===== src/rtl/i2c_read_2pointer.sv =====
// I2C master reader for sensors with a 16-bit register pointer.
// Bus sequence: START, write address, POINTER[15:8], POINTER[7:0], repeated
// START, read address, DATA_BYTES data bytes (MSB first), STOP.
//
// Handshake: a rising edge of GO seen while idle (END_OK=1) starts one
// transaction. END_OK drops the cycle after that edge and returns high the
// cycle after STOP completes. GO edges while busy are ignored, and GO held
// high never retriggers.
//
// Each PT_CK cycle is one quarter-bit phase. SDAO/SCLO are registered from
// the next-state decode, so state_q always names the phase currently on
// the bus.
module i2c_read_2pointer #(
  parameter int DATA_BYTES = 2
) (
  input  logic        PT_CK,
  input  logic        RESET,
  input  logic        GO,
  input  logic [15:0] POINTER,
  input  logic [7:0]  SLAVE_ADDRESS,
  input  logic        SDAI,
  output logic        SDAO,
  output logic        SCLO,
  output logic        END_OK,
  output logic        ACK_OK,
  output logic [15:0] DATA,
  output logic [7:0]  ST
);

  typedef enum logic [3:0] {
    S_IDLE    = 4'd0,
    S_START   = 4'd1,
    S_TX_BYTE = 4'd2,
    S_TX_ACK  = 4'd3,
    S_RSTART  = 4'd4,
    S_RX_BYTE = 4'd5,
    S_RX_ACK  = 4'd6,
    S_STOP    = 4'd7,
    S_DONE    = 4'd8
  } state_e;

  // Index of the final data byte; its ACK slot carries the master NACK.
  localparam logic [1:0] LAST_RX = (DATA_BYTES == 1) ? 2'd0 : 2'd1;

  state_e      state_q, state_d;
  logic [1:0]  ph_q, ph_d;       // quarter-bit phase within a slot
  logic [2:0]  bit_q, bit_d;     // bit index within a byte
  logic [1:0]  byte_q, byte_d;   // tx: 0..3 (addr, ptr hi, ptr lo, read addr); rx: data byte
  logic        go_q;
  logic [15:0] ptr_q, ptr_d;
  logic [6:0]  addr_q, addr_d;
  logic [15:0] rx_q, rx_d;
  logic        ack_ok_q, ack_ok_d;
  logic [15:0] data_q, data_d;
  logic        end_ok_q, end_ok_d;
  logic        sda_q, sda_d;
  logic        scl_q, scl_d;
  logic        start;
  logic [7:0]  tx_byte;
  logic        tx_bit;

  // The R/W bit of SLAVE_ADDRESS is replaced by the sequence itself.
  logic        unused_addr_lsb;
  assign unused_addr_lsb = SLAVE_ADDRESS[0];

  // Next-state, counters, data capture and next bus levels.
  always_comb begin
    state_d  = state_q;
    ph_d     = ph_q;
    bit_d    = bit_q;
    byte_d   = byte_q;
    ptr_d    = ptr_q;
    addr_d   = addr_q;
    rx_d     = rx_q;
    ack_ok_d = ack_ok_q;
    data_d   = data_q;
    start    = GO && !go_q && (state_q == S_IDLE);

    if (state_q != S_IDLE && state_q != S_DONE) ph_d = ph_q + 2'd1;

    case (state_q)
      S_IDLE: begin
        if (start) begin
          state_d  = S_START;
          ph_d     = 2'd0;
          ptr_d    = POINTER;
          addr_d   = SLAVE_ADDRESS[7:1];
          ack_ok_d = 1'b1;
        end
      end
      S_START: begin
        if (ph_q == 2'd1) begin
          state_d = S_TX_BYTE;
          ph_d    = 2'd0;
          bit_d   = 3'd0;
          byte_d  = 2'd0;
        end
      end
      S_TX_BYTE: begin
        if (ph_q == 2'd3) begin
          if (bit_q == 3'd7) begin
            bit_d   = 3'd0;
            state_d = S_TX_ACK;
          end else begin
            bit_d = bit_q + 3'd1;
          end
        end
      end
      S_TX_ACK: begin
        if (ph_q == 2'd3) begin
          if (SDAI) begin
            ack_ok_d = 1'b0;
            state_d  = S_STOP;
          end else begin
            case (byte_q)
              2'd2: state_d = S_RSTART;
              2'd3: begin
                state_d = S_RX_BYTE;
                byte_d  = 2'd0;
              end
              default: begin
                state_d = S_TX_BYTE;
                byte_d  = byte_q + 2'd1;
              end
            endcase
          end
        end
      end
      S_RSTART: begin
        if (ph_q == 2'd3) begin
          state_d = S_TX_BYTE;
          byte_d  = 2'd3;
          bit_d   = 3'd0;
        end
      end
      S_RX_BYTE: begin
        if (ph_q == 2'd3) begin
          rx_d = {rx_q[14:0], SDAI};
          if (bit_q == 3'd7) begin
            bit_d   = 3'd0;
            state_d = S_RX_ACK;
          end else begin
            bit_d = bit_q + 3'd1;
          end
        end
      end
      S_RX_ACK: begin
        if (ph_q == 2'd3) begin
          if (byte_q == LAST_RX) begin
            state_d = S_STOP;
          end else begin
            state_d = S_RX_BYTE;
            byte_d  = byte_q + 2'd1;
          end
        end
      end
      S_STOP: begin
        if (ph_q == 2'd3) begin
          state_d = S_DONE;
          // ACK_OK is still 1 only when every slave ACK slot was low.
          if (ack_ok_q) data_d = (DATA_BYTES == 1) ? {8'h00, rx_q[7:0]} : rx_q;
        end
      end
      S_DONE:  state_d = S_IDLE;
      default: state_d = S_IDLE;
    endcase

    end_ok_d = (state_d == S_IDLE) || (state_d == S_DONE);

    case (byte_d)
      2'd0:    tx_byte = {addr_d, 1'b0};
      2'd1:    tx_byte = ptr_d[15:8];
      2'd2:    tx_byte = ptr_d[7:0];
      default: tx_byte = {addr_d, 1'b1};
    endcase
    tx_bit = tx_byte[3'd7 - bit_d];

    // SDA only moves at P1 (SCL low) inside slots; P0 keeps the old level.
    sda_d = sda_q;
    scl_d = 1'b1;
    case (state_d)
      S_START: sda_d = (ph_d == 2'd0);
      S_TX_BYTE: begin
        scl_d = ph_d[1];
        if (ph_d != 2'd0) sda_d = tx_bit;
      end
      S_TX_ACK, S_RX_BYTE: begin
        scl_d = ph_d[1];
        if (ph_d != 2'd0) sda_d = 1'b1;
      end
      S_RX_ACK: begin
        scl_d = ph_d[1];
        if (ph_d != 2'd0) sda_d = (byte_d == LAST_RX);
      end
      S_RSTART: begin
        scl_d = ph_d[1];
        if (ph_d != 2'd0) sda_d = (ph_d != 2'd3);
      end
      S_STOP: begin
        scl_d = ph_d[1];
        if (ph_d != 2'd0) sda_d = (ph_d == 2'd3);
      end
      default: begin
        sda_d = 1'b1;
        scl_d = 1'b1;
      end
    endcase
  end

  // State, datapath and registered bus outputs.
  always_ff @(posedge PT_CK) begin
    if (RESET) begin
      state_q  <= S_IDLE;
      ph_q     <= 2'd0;
      bit_q    <= 3'd0;
      byte_q   <= 2'd0;
      go_q     <= 1'b0;
      ptr_q    <= 16'h0000;
      addr_q   <= 7'h00;
      rx_q     <= 16'h0000;
      ack_ok_q <= 1'b0;
      data_q   <= 16'h0000;
      end_ok_q <= 1'b1;
      sda_q    <= 1'b1;
      scl_q    <= 1'b1;
    end else begin
      state_q  <= state_d;
      ph_q     <= ph_d;
      bit_q    <= bit_d;
      byte_q   <= byte_d;
      go_q     <= GO;
      ptr_q    <= ptr_d;
      addr_q   <= addr_d;
      rx_q     <= rx_d;
      ack_ok_q <= ack_ok_d;
      data_q   <= data_d;
      end_ok_q <= end_ok_d;
      sda_q    <= sda_d;
      scl_q    <= scl_d;
    end
  end

  assign SDAO   = sda_q;
  assign SCLO   = scl_q;
  assign END_OK = end_ok_q;
  assign ACK_OK = ack_ok_q;
  assign DATA   = data_q;
  assign ST     = {4'h0, state_q};

endmodule


===== config.mk =====
export PLATFORM = sky130hd
export DESIGN_NAME = i2c_read_2pointer
export DESIGN_NICKNAME = d
export VERILOG_FILES = /design/src/rtl/i2c_read_2pointer.sv
export SDC_FILE = /design/constraint.sdc
export NUM_CORES = 1
export LEC_CHECK = 0
export ABC_CLOCK_PERIOD_IN_PS = 6820
export BUFFER_PORTS_ARGS = -buffer_cell sky130_fd_sc_hd__buf_2
export CORE_UTILIZATION = 35
export CTS_BUF_LIST = sky130_fd_sc_hd__clkbuf_16
export DETAILED_ROUTE_END_ITERATION = 7
export GPL_ROUTABILITY_DRIVEN = 0
export SLEW_MARGIN = 20
export SYNTH_ARGS = -nofsm -noshare
export SYNTH_HDL_FRONTEND = slang
export SYNTH_SLANG_ARGS = --single-unit
export TNS_END_PERCENT = 50

===== constraint.sdc =====
create_clock -name PT_CK -period 6.82 [get_ports PT_CK]
set_input_delay 1.364 -clock PT_CK [delete_from_list [all_inputs] [get_ports PT_CK]]
set_output_delay 1.364 -clock PT_CK [all_outputs]
set_load 0.005 [all_outputs]

Word-level counts from Yosys, hierarchy flattened
Index checks and enable logic that the tools add are counted.
- add/subtract/negate cells: 4
- order comparisons: 1
- eq/ne operators: 34
- mux-type cells: 48
- bitwise operators: 1
- reduce and logical (&&, ||, !) cells: 20
- operators by type and width (kind ; number):
    $mux W4 ; 10
    $eq A4 B3 Y1 const B ; 8
    $mux W16 ; 2
    $pmux W4 S8 ; 1
    $pmux W8 S3 ; 1
    $mux W2 ; 10
    $ne A2 B2 Y1 const B ; 9
    $eq A4 B2 Y1 const B ; 4
    $mux W3 ; 5
    $mux W7 ; 2
    $eq A2 B2 Y1 const B ; 5
    $mux W1 ; 9
    $pmux W3 S3 ; 1
    $eq A4 B1 Y1 const B ; 2
    $logic_not A4 Y1 ; 2
    $pmux W2 S2 ; 2
    $pmux W2 S4 ; 1
    $eq A2 B1 Y1 const B ; 3
    $pmux W1 S6 ; 1
    $pmux W3 S2 ; 1
    $reduce_or A2 Y1 ; 3
    $reduce_or A6 Y1 ; 1
    $reduce_and A5 Y1 ; 1
    $add A2 B1 Y2 const B ; 2
    other kinds (18) ; 22
- bits in registers: 71
- bits of input ports: 28
- output and inout port bits: 28
- logic and storage cells: 121

Depth between registers and ports, before layout
- depth after elaboration: 11
- mapped depth: 11
- gate-level depth less buffers: 11

Worst setup path before layout
Ideal clock, no wire load.
- path kind: input to register
- start point: in SDAI
- end point: reg sda_q, in the netlist SDAO
- library setup time: 0.101 ns
- arrival time: 3.238 ns
- required time: 6.719 ns
- path slack: 3.481 ns
- stages: 9
- path buffers: 0
- cell sequence: nor2b_1 mux2i_1 nor2_1 a2111oi_4 nor2_2 a221o_1 a21oi_1 nor4_1 o41ai_1
- word-level cells in the longest chain between the ends: 9
- elaborated cells on any way between the ends: 29
- those cells by class: eq/ne: 14; mux: 12; reduce/logical: 3
- RTL lines (item ; RTL line ; text):
    start, declared ; 21 ; input logic SDAI,
    $mux W2 ; 111 ; if (SDAI) begin
    $mux W2 ; 110 ; if (ph_q == 2'd3) begin
    $pmux W2 S4 ; 81 ; case (state_q)
    $eq A2 B2 Y1, or another cell as far along ; 170 ; case (byte_d)
    $pmux W8 S3 ; 170 ;
    $bmux W1 S3 ; 176 ; tx_bit = tx_byte[3'd7 - bit_d];
    $mux W1 (implied by the code) ; 176 ;
    $mux W1 ; 185 ; if (ph_d != 2'd0) sda_d = tx_bit;
    $pmux W1 S6 ; 181 ; case (state_d)
    end signal, assigned ; 224 ; sda_q <= 1'b1;
    end signal, assigned ; 238 ; sda_q <= sda_d;
    end, declared ; 56 ; logic sda_q, sda_d;
Several ways; a longest one is shown, not always the timed one. The select of a mux whose other input is x is not followed.
A chain may end at the register's enable or synchronous reset.

Worst setup path in the final report
Same ends and word-level chain as after synthesis.

==> impl_results.md <==
- Register area share after synthesis: 42.7%
- Minimum clock period: approximately 3500 ps
- Total grt overflow: 0
- CTS Buffer Depth: 2
- Buffers and inverters on the worst path: 2
- Routed len/inst: approximately 13 um
- Min-delay src: DATA[3]
- Number of synthesized flops with an enable pin: 0
- Worst Tran Pin Value: ~770 ps
- Hold Path Stages: 2
- Largest family of logic cells by synthesized area: simple AND/OR/NAND/NOR gates
- DRT antenna net count: 0
- Worst r2r path cells: 10
- Most used flip-flop cell after synthesis: dfxtp_1
- Die H: around 100 um
- Reg clk slew, reported paths: about 60 ps
- Dpl ws: ~2900 ps
- RSZ-0062 raised after global routing: no
- Worst Setup Path Type: in -> reg
- Final hold vios: 0
- Initial core utilization: 36.1%
- Setup Skew: roughly 7.9 ps
- DRC viols: 0
- Static Leak: around 1.6 nW
- Count of unique library cells instantiated by Yosys: a little under 50
- Status: completed
- Synth cell count leaders: nand2_1 (86), dfxtp_1 (71), a21oi_1 (56)
- Setup bufs post-CTS: 0
- VDD IR max: roughly 0.00012 V
- Core area: 9240 um2
- FF+latch count, synth: ~70
- Dpl hpwl: between 5 and 6 mm
- YS warnings: 0
- GR Util All Layers: 16.4%
- DRT Pass-1 Iters: 4
- Nets@finish: 490
- Area contributors post-synth: dfxtp_1 (43%), nand2_1 (9.7%), a21oi_1 (8.4%)
- Final setup fails: 0
- R2r endpoint: SDAO
- Tcrit/Tclk final: just over 50%
- Layout cells sized above 1: between 10% and 20%
- Post-cts resize count: 0
- Diode count: 0
- Hold Path Class: reg -> reg
- Worst path max stage delay: slightly below 600 ps
- Crit path max-delay family: compound AO/OA/AOI/OAI gates
- Pwr dens: around 250 nW/um2
- Fin worst setup slack: between 3000 and 4000 ps
- Footprint of the multi-input gates: about 1800 um2
- CP endpoint kind: register
- Area Growth Syn to Fin: 18.5%
- Clock sink total: 71
- Number of DRC markers in iteration 0: between 150 and 200
- Slew margin rel.: a little under half
- CTS H-Tree Depth: 3
- Die width: 99.6 um
- Initial antenna violation count: 0
- Xor/xnor share of the synthesized area: 0.263%
- Post-Syn Instances: 412
- Max Cap Viol: 0
- Post-Synth Adder-Cell Area: about 3.4%
- Netlist area before placement: between 3000 and 4000 um2
- Pins Over Slew Limit: 0
- Vias in the first global route: approximately 2.8k
- R2R Path Start: ph_q[0]
- Clock root buffer: clkbuf_16
- Largest net degree at the start of global routing: 71
- Total wire length: 7.56 mm
- Startpoint Class: input port
- Synth Area in Simple Gates: between 20% and 30%
- CP cell instances: buf_2 > nor2b_1 > mux2i_1 > nor2_1 > a2111oi_4 > nor2_2 > inv_1 > o22ai_1 > a2111oi_0 > o41ai_1
- Critical-path top delay cell: a2111oi_0
- Mean Syn Cell Area: about 8 um2
- Crit path required time: between 7000 and 8000 ps
- Fmax: approximately 280 MHz
- Input/output buffers: 50
- Compound-Gate Fraction of Synth Area: 19.4%
- TritonCTS clock tree: done
- Storage cell area: around 1400 um2
- CTS Hold Bufs: 0
- CP max FO: 8
- Critical Path AT: around 3800 ps
- Hold EP: DATA[3]
- Worst skew pair latency: about 340 ps
- Asr flop ratio synth: 0%
- Via count: between 2k and 3k
- Cell Rows: 35
- Setup tns final: 0 ps
- Mux contribution to synthesized area: between 7 and 8%
- Yosys top cell area share: between 40% and 50%
- IO Pins: between 50 and 60
- Top cell type by total area after synthesis: dfxtp_1
- Top-count cell post-synth: nand2_1
- CTS Buf Count: 9
- R2r setup slk: about 3500 ps
- Vias/cell: ~5.0
- Die area: a little under 10000 um2
- Fillcell total: slightly below 1k
- First-pass GRT wire length: roughly 13 mm
metrics by stage:
| stage | power (mW) | cell area [um2] | hold WS, ps | utilization, % | cells |
|---|---|---|---|---|---|
| after global routing | 1.01 | 3950 | 471 | 42.7 | 587 |
| after CTS | 0.980 | 3950 | 454 | 42.7 | 587 |
| after floorplan | 0.506 | 3340 | 432 | - | 415 |
| after global placement | 0.528 | 3660 | 443 | 39.6 | 571 |
| final | 0.972 | 3950 | 450 | 42.7 | 587 |
| after detailed placement | 0.530 | 3660 | 445 | 39.6 | 571 |
power breakdown:
group	internal [mW]	switching [mW]
Sequential	0.429	0.00903
Combinational	0.0335	0.0490
Clock	0.253	0.199
area by class of cell:
type / count / area share [%]
inverters: 9 / 0.856
clock inverters: 7 / 1.65
well taps: 129 / 4.09
clock buffers: 9 / 5.70
multi-input cells: 309 / 44.8
flip-flops and latches: 71 / 36.0
repair buffers: 53 / 6.91
metal layers:
layer / global-route usage, % / part of all wire, % / up-vias
met4: 8.26 / 1.8 / 0
met2: 26.8 / 45 / 76
met3: 3.79 / 4.7 / 17
met5: 0 / 0 / -
met1: 20.3 / 48 / 1332
li1: - / - / 1500
cell families (layout without fill, tap and decap cells):
| family | count (synthesis) | after routing |
|---|---|---|
| adders and majority gates | 9 | 9 |
| AOI/OAI and AO/OA | 100 | 100 |
| other | 1 | 4 |
| and+or+nand+nor | 170 | 170 |
| DFF | 71 | 71 |
| muxes | 25 | 25 |
| buffers and inverters | 35 | 78 |
| xor gates and xnor gates | 1 | 1 |
worst max path at each step:
stage,start,slack (ps),cells past startpoint,endpoint
CTS,SDAI,3230,10,SDAO
floorplan,SDAI,3480,9,SDAO
finish,SDAI,3280,10,SDAO
global route,SDAI,3080,10,SDAO
global placement,SDAI,3010,10,SDAO
detailed placement,SDAI,2900,10,SDAO
layout by cell type, fill, tap and decap left out, types with 2 or more instances in the layout:
cell	count
nand2_1	86
dfxtp_1	71
a21oi_1	56
buf_2	50
nor2_1	44
mux2i_1	24
inv_1	9
ha_1	9
clkbuf_16	9
o21ai_0	8
nor2b_1	7
nand2b_1	6
nor3_1	6
nand3_1	6
a31oi_1	4
conb_1	4
a211oi_1	3
nor4_1	3
clkinvlp_4	3
inv_6	3
buf_4	3
or3_1	2
o22ai_1	2
a32oi_1	2
a21o_1	2
a2111oi_0	2
a22oi_1	2
a2111oi_4	2
a2111o_1	2
nor2_2	2
a221o_1	2
o21ai_1	2
a22o_1	2
o31ai_1	2
flip-flops by register name, summed over array words and instances, names as in the netlist:
name and count:
ph_q 2, byte_q 2, bit_q 3, SCLO 1
go_q 1, state_q 4, SDAO 1, ptr_q 16
END_OK 1, rx_q 16, ACK_OK 1, addr_q 7
DATA 16
worst min-delay path: cells and delay by family, from the launching register on:
kind,cells,cell delay [ps]
compound gates,1,50
flops,1,300
simple gates,1,50
Note: power is estimated with default switching activity, not from simulation.
